--- config.mk ---
export PLATFORM = sky130hd
export DESIGN_NAME = lfsr_popcount32
export DESIGN_NICKNAME = d
export VERILOG_FILES = /design/src/rtl/lfsr_popcount32.sv
export SDC_FILE = /design/constraint.sdc
export NUM_CORES = 1
export LEC_CHECK = 0
export ABC_AREA = 1
export BUFFER_PORTS_ARGS = -buffer_cell sky130_fd_sc_hd__buf_2
export CAP_MARGIN = 0
export CORE_UTILIZATION = 45
export DETAILED_ROUTE_END_ITERATION = 16
export PLACE_DENSITY = 0.81
export SETUP_SLACK_MARGIN = 0.05
export SYNTH_ARGS = -nofsm -noshare
export SYNTH_HDL_FRONTEND = slang
export SYNTH_SLANG_ARGS = --single-unit
--- constraint.sdc ---
create_clock -name vclk -period 3.96
set_input_delay 0 -clock vclk [all_inputs]
set_output_delay 0 -clock vclk [all_outputs]
set_load 0.05 [all_outputs]
--- src/rtl/lfsr_popcount32.sv ---
// ----------------------------------------------------------------------------
// lfsr_popcount32
//   Combinational population count of a 32-bit word.
//
//   Ports:
//     din    in  32  word to count
//     count  out 6   number of set bits in din (0..32)
// ----------------------------------------------------------------------------
module lfsr_popcount32 (
   input  logic [31:0] din,
   output logic [5:0]  count
);

   always_comb begin
      count = '0;
      for (int i = 0; i < 32; i++) begin
         count = count + {5'b0, din[i]};
      end
   end

endmodule

# Word level (Yosys, flattened, before mapping)
# Index checks and enable logic that the tools add are counted.
# word_totals
reg_bits	0
latch_bits	0
ram_bits	0
rom_bits	0
inputBits	32
out_inout_bits	6
word_cells	31
mem_count	0
# op_classes
add_sub_neg	31
mul	0
div	0
order_cmp	0
eq_ne	0
n_shift	0
n_mux	0
bitwise_logic	0
reduce_logical	0
# op_table
operator	n
6-bit by 1-bit adder with 6-bit output	26
5-bit by 1-bit adder with 6-bit output	1
4-bit by 1-bit adder with 5-bit output	1
3-bit by 1-bit adder with 4-bit output	1
2-bit by 1-bit adder with 3-bit output	1
1-bit by 1-bit adder with 2-bit output	1

# Logic depth before layout (Yosys ltp)
# depth
depth_word	31
ltp_mapped	18
depth_no_buf	18

# Least setup slack after synthesis
# Ideal clock, no wire load.
# synth_timing
path_kind	input to output
from	input din[0]
to	output count[2]
arrival_time_ns	4.531
required_ns	3.960
slack_ns	-0.571
stages	14
n_path_buf	0
cell_sequence	inv_1 -> fa_1 -> inv_1 -> fa_1 -> fa_1 -> fa_1 -> fa_1 -> inv_1 -> fa_1 -> inv_1 -> ha_1 -> inv_1 -> fa_1 -> xnor2_1
# synth_via
elab_chain_cells	31
# synth_lines
item	line_no	text
start, declared	10	input logic [31:0] din,
1-bit by 1-bit adder with 2-bit output	17	count = count + {5'b0, din[i]};
2-bit by 1-bit adder with 3-bit output	17	
3-bit by 1-bit adder with 4-bit output	17	
4-bit by 1-bit adder with 5-bit output	17	
5-bit by 1-bit adder with 6-bit output	17	
6-bit by 1-bit adder with 6-bit output (26 in a row)	17	
end, declared	11	output logic [5:0] count
# Every way passes these cells.

# Final worst setup path
# layout_timing
from	input din[0]
to	output count[4]
# The elaborated chain is that of the path after synthesis.

==> impl_results.md <==
* Outcome: finished with violations
* HPWL after DPL at about 1400 um
* Most frequent cell after synthesis: inv_1
* ANT nets after route at 0
* CP Data Required Time at 3.96 ns
* DR vias at 720
* Final Max Slew Viols at 0
* Initial core utilization at 50.78%
* Arr. time, crit path at 4.30 ns
* Hold EP: count[0]
* YS warnings at 0
* Synth Area per Inst at 8.896 sq um
* DP Area at 1114 sq um
* DR pass1 iterations at 5
* Final net count at slightly below 200
* Post-DR vias/cell at between 4 and 5
* Final TNS setup at -0.9048 ns
* Final Setup Violations at 5
* Hold path start: din[2]
* Die Wd at 44.42 um
* Worst Hold Depth at 3
* Ant. Diodes at 0
* Starting DRT DRC Count at 12
* Wire per inst at between 10 and 15 um
* Worst setup margin at -0.3393 ns
* I/O pin count at 38
* FP Rows at 14
* Share of layout cells above drive strength 1 at around 54%
* Gpl congestion at 0.7338
* Seq_cells at 0
* Design Area, Final at 1262 sq um
* Drt drc at 0
* Non-Filler Instances at 157
* CORE AREA at 1594 sq um
* Hold Fails Final Rpt at 0
* Area share of the largest cell type after synthesis at 59.35%
* Layout area overhead at 55.95%
* Yosys cell types at 9
* Top cells by area, synth: fa_1 (59%), inv_1 (17%), ha_1 (11%)
* Area leader, netlist: fa_1
* Placed Instances at 157
* Worst slew pin tran at 0.2490 ns
* Sequential standard cell area at 0 sq um
* Crit Path Max Fanout at 2
* Hold Crit Class: in -> out
* Layout clock buffers at 0
* GRT Total Usage at between 10% and 20%
* Startpoint types: primary input
* Buffers on Ports at 38
* FILL cells at 109
* Top post-synthesis cells by count: inv_1 (36), fa_1 (24), nand2_1 (11), ha_1 (7), nand3_1 (7)
* Die H at between 40 and 50 um
* Die area at slightly below 2000 sq um
* Slew HR at a little over four fifths
* Max_cap viols at 0
* Initial antenna violation count at 0
* Final core utilization at 79.20%
* Synth Instances at 91
* Largest net degree at the start of global routing at 7
* Element type at the critical path end: output pin
* Synthesized area at 809.5 sq um
* Fin crit period at 4.299 ns
* Critical path class: in -> out
* Routed wire length at 1869 um
* Vias in the first global route at 760
* Sequential fraction of the synthesis area at 0%
* Synthesized Nets at 154
* Fin crit share at 108.6%
* Max frequency at 232.6 MHz
* Global-route wire length before repair at 2794 um
* RSZ-0062 raised after global routing: yes
* Overflow after GRT at 0
* Failing checks: setup timing
[worst max path at each step]
stage / start / to / slack [ns] / cells after the start
after CTS: din[0] / count[4] / -0.34 / 20
final: din[0] / count[4] / -0.34 / 20
after floorplan: din[0] / count[4] / -0.09 / 18
after global routing: din[0] / count[4] / -0.48 / 20
after global placement: din[0] / count[4] / -0.40 / 20
after detailed placement: din[0] / count[4] / -0.48 / 20
[through the flow]
step,hold slack (ns),setup slack [ns]
final,0.4697,-0.3393
after global routing,0.4885,-0.4839
after CTS,0.4730,-0.3434
after detailed placement,0.4690,-0.4838
after global placement,0.4741,-0.4001
after floorplan,0.3030,-0.09458
[worst max-delay path, cell delays in order]
cell	delay, ns
buf_8	0.08
inv_8	0.02
fa_1	0.53
inv_1	0.06
fa_1	0.50
fa_1	0.56
fa_2	0.47
fa_1	0.51
inv_1	0.05
fa_1	0.44
inv_2	0.08
ha_4	0.13
inv_2	0.04
fa_2	0.36
inv_2	0.08
nand2_2	0.05
nand2_2	0.06
nand3_2	0.07
nand2_4	0.07
buf_8	0.14
[area by class of cell]
| type | count | area (sq um) | share of cell area [%] |
|---|---|---|---|
| inverters | 37 | 146.4 | 11.60 |
| well taps | 24 | 30.03 | 2.379 |
| multi-input cells | 54 | 809.5 | 64.12 |
| repair buffers | 42 | 276.5 | 21.90 |
[what timing repair did]
action,CTS,global route
endpoints found under the hold margin,0,0
pin swaps,4,8
endpoints found under the setup margin,5,5
resized for setup,17,23
buffers inserted,1,0
hold buffers,0,0
[cells by family (layout without fill, tap and decap cells)]
logic type                 count (synthesis)  in the layout  share of synthesized area (%)
and+or+nand+nor                           20             20                          10.36
buffers and inverters                     37             79                          17.16
adders and majority gates                 31             31                          70.17
AOI/OAI and AO/OA                          2              2                          1.237
xor gates and xnor gates                   1              1                          1.082
[routing by layer]
layer	track usage, %	up-vias	share of wire [%]	routed length [um]
li1	-	337	-	-
met1	21.51	350	35	650
met2	38.82	31	58	1087
met3	0.4082	2	5.5	103
met4	0	0	1.4	27
met5	0	-	0	0
[placed cells by master (no fill, tap or decap), drive strengths merged]
cell	instances
inv	37
a21oi	2
buf	42
nand2	11
xnor2	1
nor2	2
fa	24
ha	7
nand3	7
Power is left out: the tool's default activity adds up to more than one toggle a clock period on the data nets, which glitch-free logic cannot reach.
